$ cat src/rtl/nn_argmax_core.sv
// nn_argmax_core: streams class-major x*w pairs, accumulates one saturating
// score per class and reports the argmax with a 7-segment view of the index.
// Ports:
//   clk, rst_n                 clock and asynchronous active-low reset
//   start                      begin an inference (sampled in IDLE only)
//   in_valid/in_ready          operand handshake for x_data/w_data
//   out_valid/out_ready        result handshake
//   class_idx/class_score/sat  winning class, its score, saturation flag
//   busy                       high in every state except IDLE
//   segments                   {g,f,e,d,c,b,a} encoding of class_idx
module nn_argmax_core #(
  parameter int DATA_W  = 8,
  parameter int N_IN    = 16,
  parameter int N_CLASS = 10,
  parameter int ACC_W   = 24
) (
  input  logic                     clk,
  input  logic                     rst_n,
  input  logic                     start,
  input  logic                     in_valid,
  output logic                     in_ready,
  input  logic signed [DATA_W-1:0] x_data,
  input  logic signed [DATA_W-1:0] w_data,
  output logic                     out_valid,
  input  logic                     out_ready,
  output logic [3:0]               class_idx,
  output logic signed [ACC_W-1:0]  class_score,
  output logic                     sat,
  output logic                     busy,
  output logic [6:0]               segments
);

  localparam int PW  = (N_IN > 1) ? $clog2(N_IN) : 1;
  localparam int PRW = 2 * DATA_W;

  localparam logic [PW-1:0] PAIR_LAST = PW'(N_IN - 1);
  localparam logic [3:0]    CLS_LAST  = 4'(N_CLASS - 1);

  localparam logic signed [ACC_W-1:0] ACC_MAX =
    {1'b0, {(ACC_W-1){1'b1}}};
  localparam logic signed [ACC_W-1:0] ACC_MIN =
    {1'b1, {(ACC_W-1){1'b0}}};

  typedef enum logic [1:0] {
    IDLE,
    ACCUM,
    COMPARE,
    DONE
  } state_t;

  state_t state_q, state_d;

  logic signed [ACC_W-1:0] acc_q;
  logic signed [ACC_W-1:0] best_q;
  logic signed [ACC_W-1:0] acc_nxt;
  logic [PW-1:0]           pair_q;
  logic [3:0]              cls_q;
  logic [3:0]              best_idx_q;
  logic [3:0]              win_idx;
  logic                    sat_q;
  logic [6:0]              seg_q;

  logic                    xfer;
  logic                    last_pair;
  logic                    last_cls;
  logic                    take_best;
  logic                    ovf_hi;
  logic                    ovf_lo;
  logic signed [PRW-1:0]   prod;
  logic [ACC_W:0]          sum;

  function automatic logic [6:0] seg7(input logic [3:0] v);
    seg7 = 7'h00;
    case (v)
      4'h0: seg7 = 7'h3F;
      4'h1: seg7 = 7'h06;
      4'h2: seg7 = 7'h5B;
      4'h3: seg7 = 7'h4F;
      4'h4: seg7 = 7'h66;
      4'h5: seg7 = 7'h6D;
      4'h6: seg7 = 7'h7D;
      4'h7: seg7 = 7'h07;
      4'h8: seg7 = 7'h7F;
      4'h9: seg7 = 7'h6F;
      4'hA: seg7 = 7'h77;
      4'hB: seg7 = 7'h7C;
      4'hC: seg7 = 7'h39;
      4'hD: seg7 = 7'h5E;
      4'hE: seg7 = 7'h79;
      4'hF: seg7 = 7'h71;
      default: seg7 = 7'h00;
    endcase
  endfunction

  assign in_ready  = (state_q == ACCUM);
  assign out_valid = (state_q == DONE);
  assign busy      = (state_q != IDLE);

  assign xfer      = in_valid & in_ready;
  assign last_pair = (pair_q == PAIR_LAST);
  assign last_cls  = (cls_q == CLS_LAST);

  // One guard bit above the accumulator exposes overflow of the sum.
  assign prod   = x_data * w_data;
  assign sum    = {acc_q[ACC_W-1], acc_q}
                + {{(ACC_W+1-PRW){prod[PRW-1]}}, prod};
  assign ovf_hi = ~sum[ACC_W] & sum[ACC_W-1];
  assign ovf_lo = sum[ACC_W] & ~sum[ACC_W-1];

  always_comb begin
    acc_nxt = sum[ACC_W-1:0];
    if (ovf_hi) acc_nxt = ACC_MAX;
    if (ovf_lo) acc_nxt = ACC_MIN;
  end

  // Strict compare: ties keep the earlier (lower) class.
  assign take_best = (cls_q == 4'd0) || (acc_q > best_q);
  assign win_idx   = take_best ? cls_q : best_idx_q;

  always_comb begin
    state_d = state_q;
    unique case (state_q)
      IDLE:    if (start) state_d = ACCUM;
      ACCUM:   if (xfer && last_pair) state_d = COMPARE;
      COMPARE: state_d = last_cls ? DONE : ACCUM;
      DONE:    if (out_ready) state_d = IDLE;
      default: state_d = IDLE;
    endcase
  end

  always_ff @(posedge clk or negedge rst_n) begin
    if (!rst_n) state_q <= IDLE;
    else        state_q <= state_d;
  end

  always_ff @(posedge clk or negedge rst_n) begin
    if (!rst_n) begin
      acc_q      <= '0;
      best_q     <= '0;
      pair_q     <= '0;
      cls_q      <= '0;
      best_idx_q <= '0;
      sat_q      <= 1'b0;
      seg_q      <= 7'h3F;
    end else begin
      unique case (state_q)
        IDLE: begin
          if (start) begin
            acc_q      <= '0;
            pair_q     <= '0;
            cls_q      <= '0;
            sat_q      <= 1'b0;
            best_idx_q <= '0;
          end
        end
        ACCUM: begin
          if (xfer) begin
            acc_q  <= acc_nxt;
            sat_q  <= sat_q | ovf_hi | ovf_lo;
            pair_q <= last_pair ? '0 : pair_q + PW'(1);
          end
        end
        COMPARE: begin
          if (take_best) begin
            best_q     <= acc_q;
            best_idx_q <= cls_q;
          end
          if (last_cls) begin
            seg_q <= seg7(win_idx);
          end else begin
            cls_q  <= cls_q + 4'd1;
            acc_q  <= '0;
            pair_q <= '0;
          end
        end
        DONE: begin
        end
        default: begin
        end
      endcase
    end
  end

  assign class_idx   = best_idx_q;
  assign class_score = best_q;
  assign sat         = sat_q;
  assign segments    = seg_q;

endmodule

$ cat config.mk
export PLATFORM = sky130hd
export DESIGN_NAME = nn_argmax_core
export DESIGN_NICKNAME = d
export VERILOG_FILES = /design/src/rtl/nn_argmax_core.sv
export SDC_FILE = /design/constraint.sdc
export NUM_CORES = 1
export LEC_CHECK = 0
export BUFFER_PORTS_ARGS = -buffer_cell sky130_fd_sc_hd__buf_4
export CORE_AREA = 2 2 157 159
export DETAILED_ROUTE_END_ITERATION = 6
export DIE_AREA = 0 0 159 161
export GPL_ROUTABILITY_DRIVEN = 1
export SYNTH_ARGS = -nofsm -noshare
export SYNTH_HDL_FRONTEND = slang
export SYNTH_SLANG_ARGS = --single-unit
$ cat constraint.sdc
create_clock -name clk -period 5.85 [get_ports clk]
set_input_delay 0.2925 -clock clk [delete_from_list [all_inputs] [get_ports clk]]
set_output_delay 0.2925 -clock clk [all_outputs]
set_load 0.01 [all_outputs]
=== Word level (Yosys, flattened, before mapping) ===
Memory sizes are Yosys's and may differ from the RTL's. A register that Yosys moved wholly into a read port is not among the register bits.
Index checks and enable logic that the tools add are counted.

* Flip-flop bits (word level): 63
* ROM bits: 112
* Output and inout port bits: 39
* Word-level logic and storage cells: 69
* Memories kept: 1

{| class="wikitable"
|+ Memories
! memory !! depth !! bits a word !! rd ports !! clocked after Yosys merged registers in !! write ports !! line !! text
|-
| (no name shown) || 16 || 7 || 1 || 1 || 0 || 74 || <nowiki>case (v)</nowiki>
|}

* Add/subtract/negate cells: 3
* Multipliers: 1
* $lt $le $gt $ge: 1
* Equal/unequal tests: 10
* Mux-type cells: 23
* Bitwise operators: 7
* Reduce and logical (&&, ||, !) cells: 16

{| class="wikitable"
|+ Operator list
! operator !! number
|-
| 24-bit two-way mux || 5
|-
| 24-bit one-hot mux with 3 select lines || 1
|-
| 24-bit by 16-bit adder with 25-bit output || 1
|-
| 24-bit > comparator || 1
|-
| 4-bit two-way mux || 6
|-
| 8-bit by 8-bit multiplier with 16-bit output || 1
|-
| 4-bit one-hot mux with 2 select lines || 2
|-
| 4-bit one-hot mux with 3 select lines || 1
|-
| 3-bit AND reduction || 3
|-
| 4-bit by 1-bit adder with 4-bit output (second input constant) || 2
|-
| 4-bit equality test (second input constant) || 2
|-
| 2-bit two-way mux || 4
|-
| 2-bit one-hot mux with 4 select lines || 1
|-
| 2-bit by 1-bit != test with 1-bit output (second input constant) || 3
|-
| 2-bit AND reduction || 3
|-
| 2-bit nonzero test || 3
|-
| 2-bit equality test (second input constant) || 2
|-
| 4-bit logical NOT || 1
|-
| 2-bit != test (second input constant) || 2
|-
| 4-bit AND reduction || 1
|-
| 1-bit AND || 3
|-
| 3-bit nonzero test || 1
|-
| 2-bit by 1-bit equality test with 1-bit output (second input constant) || 1
|-
| 2-bit logical NOT || 1
|-
| other kinds (7) || 10
|}

=== Longest topological paths before layout ===
* Depth after elaboration: 8
* Depth in mapped cells: 22
* Gate-level depth less buffers: 20

=== Worst setup path after synthesis ===
No wires, ideal clock.

* Kind: in2reg
* Start point: in w_data[1]
* End point: reg acc_q[21]
* Data arrival time: 5840 ps
* Slack: -76 ps
* Stages: 17
* Cells stage by stage: clkbuf_1 -> and2_1 -> fa_1 -> fa_1 -> fa_1 -> fa_1 -> ha_1 -> ha_1 -> a21o_1 -> or3_4 -> o2111ai_2 -> nand2_2 -> a311oi_4 -> xnor2_2 -> clkbuf_1 -> nand2_1 -> a32oi_2

* Cells in the longest elaborated chain, start to end: 8

{| class="wikitable"
|+ Ends and longest elaborated chain
! element !! line !! text
|-
| start: declaration || 23 || <nowiki>input logic signed [DATA_W-1:0] w_data,</nowiki>
|-
| 8-bit by 8-bit multiplier with 16-bit output * || 104 || <nowiki>assign prod = x_data * w_data;</nowiki>
|-
| 24-bit by 16-bit adder with 25-bit output * || 106 || <nowiki>+ {{(ACC_W+1-PRW){prod[PRW-1]}}, prod};</nowiki>
|-
| 1-bit NOT || 107 || <nowiki>assign ovf_hi = ~sum[ACC_W] & sum[ACC_W-1];</nowiki>
|-
| 1-bit AND || 107 ||
|-
| 24-bit two-way mux || 112 || <nowiki>if (ovf_hi) acc_nxt = ACC_MAX;</nowiki>
|-
| 24-bit two-way mux * || 113 || <nowiki>if (ovf_lo) acc_nxt = ACC_MIN;</nowiki>
|-
| 24-bit two-way mux * || 157 || <nowiki>if (xfer) begin</nowiki>
|-
| 24-bit one-hot mux with 3 select lines * || 146 || <nowiki>unique case (state_q)</nowiki>
|-
| end signal: assignment || 158 || <nowiki>acc_q <= acc_nxt;</nowiki>
|-
| end: declaration || 53 || <nowiki>logic signed [ACC_W-1:0] acc_q;</nowiki>
|}

Mark *: on every way between the ends. The rest lies on a longest branch, timed or not. The select of a mux whose other input is x is not followed.
A chain may end at the register's enable or synchronous reset.

=== Worst setup path after layout ===
* Start point: reg acc_q[6]
* End point: reg acc_q[22]

* Cells in the longest elaborated chain, start to end: 7

{| class="wikitable"
|+ Ends and longest elaborated chain
! element !! line
|-
| 24-bit by 16-bit adder with 25-bit output * || 106
|-
| 1-bit NOT || 107
|-
| 1-bit AND || 107
|-
| 24-bit two-way mux || 112
|-
| 24-bit two-way mux * || 113
|-
| 24-bit two-way mux * || 157
|-
| 24-bit one-hot mux with 3 select lines * || 146
|}

Marks and branches as above.

==> impl_metrics.py <==
metrics = {
    "run_status": {
        "status": "finished, final reports clean",
    },
    "route": {
        "wirelength_um": 19400,
        "drt_iter0_drc": 366,
        "final_antenna_net_count": 0,
        "viasPerCell": 4.88,
        "dr_total_vias": 6199,
        "wl_per_cell_um": 15.3,
        "dr.pass1.iters": 5,
        "remaining_drc_errors": 0,
    },
    "worst_setup_path": {
        "worst_setup_path_start_kind": "flop",
        "critical_path_class": "reg -> reg",
        "rrSetupSlack_ns": 0.39,
        "cp-end-kind": "flop",
        "cp_max_fo": 10,
        "critPathLaunch": "acc_q[6]",
        "cp_data_required_time_ns": 6.06,
        "worstReg2RegStart": "acc_q[6]",
        "cp.arrival_ns": 5.66,
    },
    "place": {
        "dp_hpwl_um": 15800,
        "dp_worst_setup_slack_ns": 0.103,
        "io_buffer_count": 59,
        "gp_congestion": 0.865,
    },
    "yosys": {
        "ys_types": 66,
        "synth_most_common_cell": "inv_1",
        "synth_edf_count": 0,
        "ys_ff_latch": 70,
        "netlist_instances": 883,
        "postSynthAreaPerCell_sq_um": 9.67,
        "yosysTopAreaCellShare_pct": 25.3,
        "ys_warn_count": 0,
        "synthTopCellsByArea": "fa_1 25%, dfrtp_1 19%, ha_1 13%",
        "synth.net_count": 1103,
        "ys.flop_type": "dfrtp_1",
        "syn_area_sq_um": 8530,
        "ys_seq_area_share_pct": 20.6,
        "yosys.area.top_type": "fa_1",
        "async_flop_share_pct": 100,
        "synth_commonest_cells": "136 x inv_1, 108 x fa_1, 99 x nand2_1, 91 x ha_1, 64 x dfrtp_1",
    },
    "layout": {
        "n_antenna_cell": 0,
        "syn_to_final_growth_pct": 13.2,
        "final_nets": 1163,
        "drive_gt1_share_pct": 16.2,
    },
    "floorplan": {
        "dieArea_sq_um": 25600,
        "core_area_sq_um": 24000,
        "rows": 57,
        "pin_count": 60,
        "start_util_pct": 35.6,
        "die_y_um": 161,
        "die_w_um": 159,
    },
    "clock_network": {
        "cts.sinks": 70,
        "insertion_delay_ns": 0.33,
        "cts_hold_buf": 0,
        "clockRootBuffer": "clkbuf_16",
        "cts_resized": 0,
        "cts_tree": "yes",
        "htree_levels": 3,
        "post_cts_buffers": 0,
        "clk_path_buf_depth": 2,
        "numCtsBuffers": 9,
        "path_clk_slew_ns": 0.06,
    },
    "global_routing": {
        "track_usage_pct": 15.9,
        "grt_pass1_wl_um": 33100,
        "antenna_found_initial": 0,
        "grt_max_degree": 71,
        "grt_overflow": 0,
        "grt_pass1_vias": 6497,
    },
    "hold_path": {
        "hold_class": "in -> async",
    },
    "timing": {
        "min_period_ns": 5.46,
        "fmax_ghz": 0.183,
        "holdWs_ns": 0.0943,
        "finClkSkew_ns": 0.00759,
        "fin_ws_ns": 0.395,
        "fin_crit_sh_pct": 93.2,
        "slew_viol_final": 0,
        "rsz0062_at_grt": "no",
        "setup_viol": 0,
        "hold_violations": 0,
        "maxSlewHeadroom_pct": 24.6,
        "tightest_slew_ns": 1.13,
        "final.setup.tns_ns": 0,
    },
    "job": {
        "maxCapViolations": 0,
    },
}
-- per-stage QoR --
| step | cell area [sq um] | utilization [%] | std cells |
|---|---|---|---|
| 2_1_floorplan | 8540 | - | 883 |
| 3_3_place_gp | 9400 | 39.2 | 1256 |
| 3_5_place_dp | 9400 | 39.2 | 1256 |
| 4_1_cts | 9660 | 40.3 | 1271 |
| 5_1_grt | 9660 | 40.3 | 1271 |
| 6_report | 9660 | 40.3 | 1271 |
-- metal layers --
layer | up-vias | track usage [%] | wire length [um]
li1 | 3060 | - | -
met1 | 3043 | 21.4 | 8970
met5 | - | 0 | 0
met3 | 17 | 2.59 | 557
met2 | 79 | 27.4 | 9620
met4 | 0 | 3.31 | 273
-- flip-flops by register name, summed over array words and instances, names as in the netlist --
signal and count:
acc_q 24, class_idx 4, class_score 24, cls_q 4, pair_q 4, sat 1, segments 7, state_q 2
-- layout by cell type, fill, tap and decap left out, types with 7 or more instances in the layout --
cell       synthesis  routed
inv_1            136     136
fa_1             108     108
nand2_1           99      99
ha_1              91      91
buf_4              0      70
dfrtp_1           64      64
a21oi_1           48      48
and2_1            37      36
nor2_1            34      34
o21ai_0           31      31
mux2_2            24      24
o21ai_2           20      20
nand3_1           16      16
a21o_1            15      15
xnor2_1           13      13
clkbuf_16          0       9
o21a_1             8       8
o211ai_1           7       7
-- worst max-delay path, cell delays in order (launching register included) --
cell	delay (ns)
dfrtp_1	0.38
inv_1	0.11
fa_1	0.54
inv_1	0.05
fa_1	0.50
inv_1	0.05
fa_1	0.48
inv_1	0.06
fa_1	0.43
fa_1	0.45
ha_1	0.39
o21a_1	0.20
o31a_1	0.15
o211ai_2	0.25
nand3_1	0.19
a311oi_2	0.30
xnor2_2	0.24
o211ai_4	0.27
buf_4	0.20
o21ai_0	0.10
-- path summary, 6_finish.rpt --
| check | to | cells after the start |
|---|---|---|
| setup reg to reg | acc_q[22] | 19 |
| min in group clk | state_q[1] | 4 |
| max in group asynchronous | class_score[2] | 1 |
| hold reg to reg | segments[1] | 2 |
| setup / recovery | acc_q[22] | 19 |
| hold / removal | cls_q[1] | 1 |
-- cells by family (layout without fill, tap and decap cells) --
group	after synthesis	in the layout	synth area share [%]
mux	29	29	3.75
xor+xnor	18	18	2.02
compound gates	184	184	15.4
buf+inv	160	224	7.29
flops	70	70	20.6
simple gates	223	223	12.2
fa+ha+maj	199	199	38.7
-- cell type report --
type                       count  area (sq um)
fill                        2413         14300
sequential                    70          1760
inverter                     137           514
multi-input combinational    653          6150
clock buffer                   9           225
clock inverter                 6          40.0
timing repair buffer          72           566
tap                          324           405
Power is not shown: default switching activity piles up to over one toggle a cycle in this logic, so the estimate is an artifact.
